[src/rtl/vx_dvstack_unit_pkg.sv]
// Shared divergence-stack types and sizing. The pointer width SW is also what the
// warp-control unit uses for the stack pointer it returns as the split result.
package vx_dvstack_unit_pkg;

   localparam int NUM_WARPS   = 4;
   localparam int NUM_THREADS = 4;
   localparam int PC_BITS     = 30;
   localparam int NW_W        = (NUM_WARPS > 1) ? $clog2(NUM_WARPS) : 1;
   localparam int STACK_DEPTH = 2 * (NUM_THREADS - 1);
   localparam int SW          = $clog2(STACK_DEPTH + 1);

   typedef struct packed {
      logic [NUM_THREADS-1:0] tmask;
      logic [PC_BITS-1:0]     pc;
      logic                   fallthrough;
   } dvstack_entry_t;

endpackage

[src/rtl/vx_dvstack_unit_mem.sv]
// Per-warp divergence stack storage: register array indexed {wid, ptr}, asynchronous
// read of one entry and a two-entry write (at ptr and ptr+1) for a push.
module vx_dvstack_unit_mem
   import vx_dvstack_unit_pkg::*;
(
   input  logic           clk,
   input  logic [NW_W-1:0] rd_wid,
   input  logic [SW-1:0]   rd_ptr,
   output dvstack_entry_t  rd_entry,
   input  logic            push_en,
   input  logic [NW_W-1:0] wr_wid,
   input  logic [SW-1:0]   wr_ptr,
   input  dvstack_entry_t  wr_entry0,
   input  dvstack_entry_t  wr_entry1
);

   // Full 2^SW slots per warp so a wrapped pointer still lands on a real register.
   localparam int ENTRIES = NUM_WARPS * (2 ** SW);

   dvstack_entry_t mem_q [ENTRIES];

   logic [SW-1:0] wr_ptr_p1;
   assign wr_ptr_p1 = wr_ptr + SW'(1);

   assign rd_entry = mem_q[{rd_wid, rd_ptr}];

   always_ff @(posedge clk) begin
      if (push_en) begin
         mem_q[{wr_wid, wr_ptr}]    <= wr_entry0;
         mem_q[{wr_wid, wr_ptr_p1}] <= wr_entry1;
      end
   end

endmodule

[src/rtl/vx_dvstack_unit.sv]
// Per-warp IPDOM divergence stack: applies split/join commands as registered tmask/PC
// updates to the scheduler. Optional checking is enabled by defining DV_STACK_CHECK_EN.
module vx_dvstack_unit
   import vx_dvstack_unit_pkg::*;
(
   input  logic                   clk,
   input  logic                   reset,
   input  logic                   split_valid,
   input  logic [NW_W-1:0]        split_wid,
   input  logic                   split_is_dvg,
   input  logic [NUM_THREADS-1:0] split_then_tmask,
   input  logic [NUM_THREADS-1:0] split_else_tmask,
   input  logic [PC_BITS-1:0]     split_next_pc,
   input  logic [NUM_THREADS-1:0] split_cur_tmask,
   input  logic                   join_valid,
   input  logic [NW_W-1:0]        join_wid,
   input  logic [SW-1:0]          join_stack_ptr,
   input  logic [NW_W-1:0]        dvstack_wid,
   output logic [SW-1:0]          dvstack_ptr,
   output logic                   tmask_upd_valid,
   output logic [NW_W-1:0]        tmask_upd_wid,
   output logic [NUM_THREADS-1:0] tmask_upd_mask,
   output logic                   pc_upd_valid,
   output logic [PC_BITS-1:0]     pc_upd_pc,
   output logic                   stack_err
);

`ifdef DV_STACK_CHECK_EN
   localparam bit CHECK_EN = 1'b1;
`else
   localparam bit CHECK_EN = 1'b0;
`endif

   // Handshake: split_valid/join_valid are single-cycle strobes with no ready; every
   // strobe is consumed in its cycle. tmask_upd_valid (and pc_upd_valid, only together
   // with it) pulse for exactly one cycle and the scheduler cannot stall them.

   logic [SW-1:0]  ptr_q [NUM_WARPS];
   logic [SW-1:0]  split_ptr;
   logic [SW-1:0]  join_cur_ptr;
   logic [SW:0]    split_room;
   logic           split_dvg;
   logic           overflow;
   logic           collide;
   logic           join_pop_req;
   logic           underflow;
   logic           do_push;
   logic           do_pop;
   dvstack_entry_t top_entry;
   dvstack_entry_t push_entry0;
   dvstack_entry_t push_entry1;
   logic           err_q;

   assign split_ptr    = ptr_q[split_wid];
   assign join_cur_ptr = ptr_q[join_wid];
   assign dvstack_ptr  = ptr_q[dvstack_wid];

   assign split_dvg    = split_valid && split_is_dvg;
   assign split_room   = {1'b0, split_ptr} + (SW+1)'(2);
   assign overflow     = CHECK_EN && split_dvg && (split_room > (SW+1)'(STACK_DEPTH));
   assign collide      = CHECK_EN && split_valid && join_valid;
   assign join_pop_req = join_valid && !collide && (join_stack_ptr != join_cur_ptr);
   assign underflow    = CHECK_EN && join_pop_req && (join_cur_ptr == '0);
   assign do_push      = split_dvg && !overflow;
   assign do_pop       = join_pop_req && !underflow;

   // Restore entry below, deferred else-path above it so it pops first.
   assign push_entry0 = '{tmask: split_cur_tmask, pc: split_next_pc, fallthrough: 1'b1};
   assign push_entry1 = '{tmask: split_else_tmask, pc: split_next_pc, fallthrough: 1'b0};

   vx_dvstack_unit_mem u_mem (
      .clk       (clk),
      .rd_wid    (join_wid),
      .rd_ptr    (join_cur_ptr - SW'(1)),
      .rd_entry  (top_entry),
      .push_en   (do_push),
      .wr_wid    (split_wid),
      .wr_ptr    (split_ptr),
      .wr_entry0 (push_entry0),
      .wr_entry1 (push_entry1)
   );

   logic                   nxt_tvalid;
   logic [NW_W-1:0]        nxt_wid;
   logic [NUM_THREADS-1:0] nxt_mask;
   logic                   nxt_pvalid;
   logic [PC_BITS-1:0]     nxt_pc;

   always_comb begin
      nxt_tvalid = 1'b0;
      nxt_wid    = tmask_upd_wid;
      nxt_mask   = tmask_upd_mask;
      nxt_pvalid = 1'b0;
      nxt_pc     = pc_upd_pc;
      if (split_dvg) begin
         // An overflowing split keeps the warp running undiverged on its current mask.
         nxt_tvalid = 1'b1;
         nxt_wid    = split_wid;
         nxt_mask   = overflow ? split_cur_tmask : split_then_tmask;
      end else if (do_pop) begin
         nxt_tvalid = 1'b1;
         nxt_wid    = join_wid;
         nxt_mask   = top_entry.tmask;
         if (!top_entry.fallthrough) begin
            nxt_pvalid = 1'b1;
            nxt_pc     = top_entry.pc;
         end
      end
   end

   always_ff @(posedge clk or posedge reset) begin
      if (reset) begin
         for (int w = 0; w < NUM_WARPS; w++) ptr_q[w] <= '0;
         tmask_upd_valid <= 1'b0;
         tmask_upd_wid   <= '0;
         tmask_upd_mask  <= '0;
         pc_upd_valid    <= 1'b0;
         pc_upd_pc       <= '0;
      end else begin
         for (int w = 0; w < NUM_WARPS; w++) begin
            if (do_push && (split_wid == NW_W'(w)))
               ptr_q[w] <= split_ptr + SW'(2);
            else if (do_pop && (join_wid == NW_W'(w)))
               ptr_q[w] <= join_cur_ptr - SW'(1);
         end
         tmask_upd_valid <= nxt_tvalid;
         tmask_upd_wid   <= nxt_wid;
         tmask_upd_mask  <= nxt_mask;
         pc_upd_valid    <= nxt_pvalid;
         pc_upd_pc       <= nxt_pc;
      end
   end

   always_ff @(posedge clk or posedge reset) begin
      if (reset) err_q <= 1'b0;
      else       err_q <= err_q | overflow | underflow | collide;
   end

   assign stack_err = CHECK_EN ? err_q : 1'b0;

endmodule

[config.mk]
export PLATFORM = sky130hd
export DESIGN_NAME = vx_dvstack_unit
export DESIGN_NICKNAME = d
export VERILOG_FILES = /design/src/rtl/vx_dvstack_unit_pkg.sv /design/src/rtl/vx_dvstack_unit_mem.sv /design/src/rtl/vx_dvstack_unit.sv
export SDC_FILE = /design/constraint.sdc
export NUM_CORES = 2
export LEC_CHECK = 0
export ABC_AREA = 0
export CORE_MARGIN = 10
export CORE_UTILIZATION = 50
export CTS_BUF_LIST = sky130_fd_sc_hd__clkbuf_4 sky130_fd_sc_hd__clkbuf_8
export CTS_CLUSTER_DIAMETER = 60
export DETAILED_ROUTE_END_ITERATION = 12
export HOLD_SLACK_MARGIN = 0.12
export MAX_ROUTING_LAYER = met4
export PLACE_DENSITY_LB_ADDON = 0.3
export SLEW_MARGIN = 40
export SYNTH_ARGS = -nofsm -noshare
export SYNTH_HDL_FRONTEND = slang
export SYNTH_HIERARCHICAL = 1
export SYNTH_SLANG_ARGS = --single-unit
[constraint.sdc]
create_clock -name clk -period 6.4 [get_ports clk]
set_input_delay 0.96 -clock clk [delete_from_list [all_inputs] [get_ports clk]]
set_output_delay 0.96 -clock clk [all_outputs]
set_load 0.005 [all_outputs]
==> results.sh <==
export IMPL_async_flop_share_pct=4.274
export IMPL_drive_gt1_share_pct=40.09
export IMPL_synth_ff_type="edfxtp_1"
export IMPL_worst_path_max_delay_cell="clkdlybuf4s50_1"
export IMPL_cts_tree="yes"
export IMPL_worstHoldPathType="reg2reg"
export IMPL_period_share_pct=75.71
export IMPL_stdcell_count=5834
export IMPL_grt_ovfl_total=0
export IMPL_synth_area_leaders="edfxtp_1, mux2_2, mux2i_1"
export IMPL_mostFrequentLayoutCell="edfxtp_1"
export IMPL_multi_input_area_sq_mm=0.02359
export IMPL_synth_edf_count=1120
export IMPL_ys_types=52
export IMPL_postRouteWirelength_microns=170100
export IMPL_crit_fanout=55
export IMPL_synthCells=4092
export IMPL_hold_viol=0
export IMPL_layout_nets=4120
export IMPL_cts_root_buf="clkbuf_8"
export IMPL_clk_latency_ps=890
export IMPL_maxCapViolations=0
export IMPL_period_needed_ps=4846
export IMPL_drt_iter0_drc=3559
export IMPL_io_pins=98
export IMPL_post_route_drc_count=0
export IMPL_hpwl_microns=96770
export IMPL_dieHeight_microns=368.0
export IMPL_io_buffers=96
export IMPL_p_total_uw=25990
export IMPL_avgSynthCellArea_sq_um=14.80
export IMPL_grt_first_pass_wirelength_microns=245900
export IMPL_crit_family="buffers and inverters"
export IMPL_vias_per_cell=6.098
export IMPL_grt_max_degree=88
export IMPL_wl_per_cell_microns=29.16
export IMPL_path_cells="clkdlybuf4s50_1 -> mux4_2 -> inv_1 -> ha_1 -> xor2_1 -> and2_4 -> buf_4 -> a22o_1 -> nor3_1 -> a31oi_1 -> nand3_1 -> mux2_1"
export IMPL_synth_seq_cells=1170
export IMPL_route_vias_total=35577
export IMPL_first_pass_iters=5
export IMPL_max_slew_margin_pct=39.56
export IMPL_area_growth_pct=10.49
export IMPL_dp_cells=5485
export IMPL_initial_core_util_pct=50.41
export IMPL_fmax_mhz=206.4
export IMPL_arrival_ps=5590
export IMPL_report_final_slew_viol_count=0
export IMPL_hold_buffers=0
export IMPL_final_cell_mix="edfxtp_1, mux2_2, mux2i_1"
export IMPL_postCtsResizedCells=0
export IMPL_tightest_slew_ps=903.4
export IMPL_syn_area_sq_mm=0.06056
export IMPL_core_area_sq_mm=0.1201
export IMPL_ir_drop_mv=0.5111
export IMPL_place_gp_congestion=0.8373
export IMPL_yosysSeqAreaShare_pct=57.61
export IMPL_chipWidth_microns=368.0
export IMPL_crit_required_ps=7140
export IMPL_max_stage_delay_ps=770
export IMPL_drt_antenna_violating_nets=0
export IMPL_critPathBufInv=3
export IMPL_rows=127
export IMPL_grt_setup_unrepaired="no"
export IMPL_power_density_mw_per_mm2=388.5
export IMPL_seq_area_sq_mm=0.03488
export IMPL_clk_path_buf_depth=3
export IMPL_synth_top_area_share_pct=55.54
export IMPL_cts_buffers=188
export IMPL_yosysTopAreaCell="edfxtp_1"
export IMPL_critPathCaptureType="flip-flop"
export IMPL_antenna_found_initial=5
export IMPL_setup_viol=0
export IMPL_p_leak_uw=0.02360
export IMPL_dieArea_sq_mm=0.1354
export IMPL_fillers=9721
export IMPL_gr_usage_all_layers_pct=25.22
export IMPL_critPathKind="in2reg"
export IMPL_post_cts_buffers=0
export IMPL_fin_skew_ps=50.70
export IMPL_grt_pass1_vias=35216
export IMPL_clock_sinks=1170
export IMPL_critPathLaunchType="input pin"
export IMPL_cts_htree_levels=4
export IMPL_yosys_warnings=6
export IMPL_status="finished clean"
export IMPL_path_clk_slew_ps=60
export IMPL_tns_ps=0
[cells in the mapped netlist (9+ instances only)]
cell type,count
clkbuf_1,274
a22oi_1,105
a21oi_1,114
buf_6,50
mux2_4,18
nand2_2,17
mux2i_1,567
buf_4,29
buf_1,11
nand3_1,113
buf_2,101
mux4_2,9
nor2_1,25
dfrtp_1,50
a22o_1,70
nand2_1,124
a31oi_1,43
mux2_1,54
edfxtp_1,1120
mux2_2,1078
nor3_1,35
[path summary, 6_finish.rpt]
check	start	to	slack, ps	depth (start not counted)
worst max-delay path	join_wid[0]	pc_upd_pc[12]$_DFFE_PP0P_	1550	12
min in group asynchronous	reset	ptr_q[2]$_DFFE_PP0P_	600	3
worst max register to register	ptr_q[0]$_DFFE_PP0P_	pc_upd_pc[12]$_DFFE_PP0P_	2090	11
worst min register to register	pc_upd_pc[2]$_DFFE_PP0P_	pc_upd_pc[2]$_DFFE_PP0P_	560	1
max in group asynchronous	reset	pc_upd_pc[10]$_DFFE_PP0P_	5280	3
worst min-delay path	pc_upd_pc[2]$_DFFE_PP0P_	pc_upd_pc[2]$_DFFE_PP0P_	560	1
[worst reg2reg max path: stages (launching register included)]
cell and delay (ps):
dfrtp_1 410, mux4_2 570, inv_1 260, ha_1 210, xor2_1 700, and2_4 340
buf_4 660, a22o_1 360, nor3_1 50, a31oi_1 210, nand3_1 110, mux2_1 300
[power by group]
group	switching (uW)	internal (uW)
Combinational	6190	4300
Sequential	221	8840
Clock	2980	3460
Total	9390	16600
[final cells by class]
type / instances / area share [%]
Antenna cell: 2 / 0.007480
Clock buffer: 292 / 5.221
Clock inverter: 55 / 0.3927
Inverter: 8 / 0.05797
Multi-Input combinational cell: 2458 / 35.25
Sequential cell: 1170 / 52.14
Tap cell: 1612 / 3.014
Timing Repair Buffer: 237 / 3.916
[per-layer routing]
layer  vias up  GRT usage [%]  wire length (microns)
met5         -              -                      0
met4         0          7.912                   4975
met3       303          4.076                  13930
met2      1582          39.32                  80010
met1     17909          33.77                  71190
li1      15783              -                      -
[state kept, by name (all words and copies together), names as in the netlist]
signal           cells
tmask_upd_mask       4
u_mem/mem_q       1120
tmask_upd_wid        2
tmask_upd_valid      1
pc_upd_pc           30
ptr_q               12
pc_upd_valid         1
[stage by stage]
stage	area (sq um)	util, %	setup WS (ps)	hold slack (ps)
after floorplan	60590	-	1074	482.8
after global placement	62580	52.10	909.1	562.4
after detailed placement	63110	52.53	756.5	558.4
after CTS	66870	55.66	1702	544.3
after global routing	66910	55.70	1460	582.6
final	66910	55.70	1555	555.6
[cells by family after synthesis]
group           count (synthesis)  synth area share (%)
mux                          1726                 31.20
flops                        1170                 57.61
buf+inv                       473                 3.940
simple gates                  367                 3.242
compound gates                348                 3.891
xor+xnor                        5               0.08473
other cells                     2               0.01240
fa+ha+maj                       1               0.02066
No activity file was read; power rests on OpenSTA's default activity.
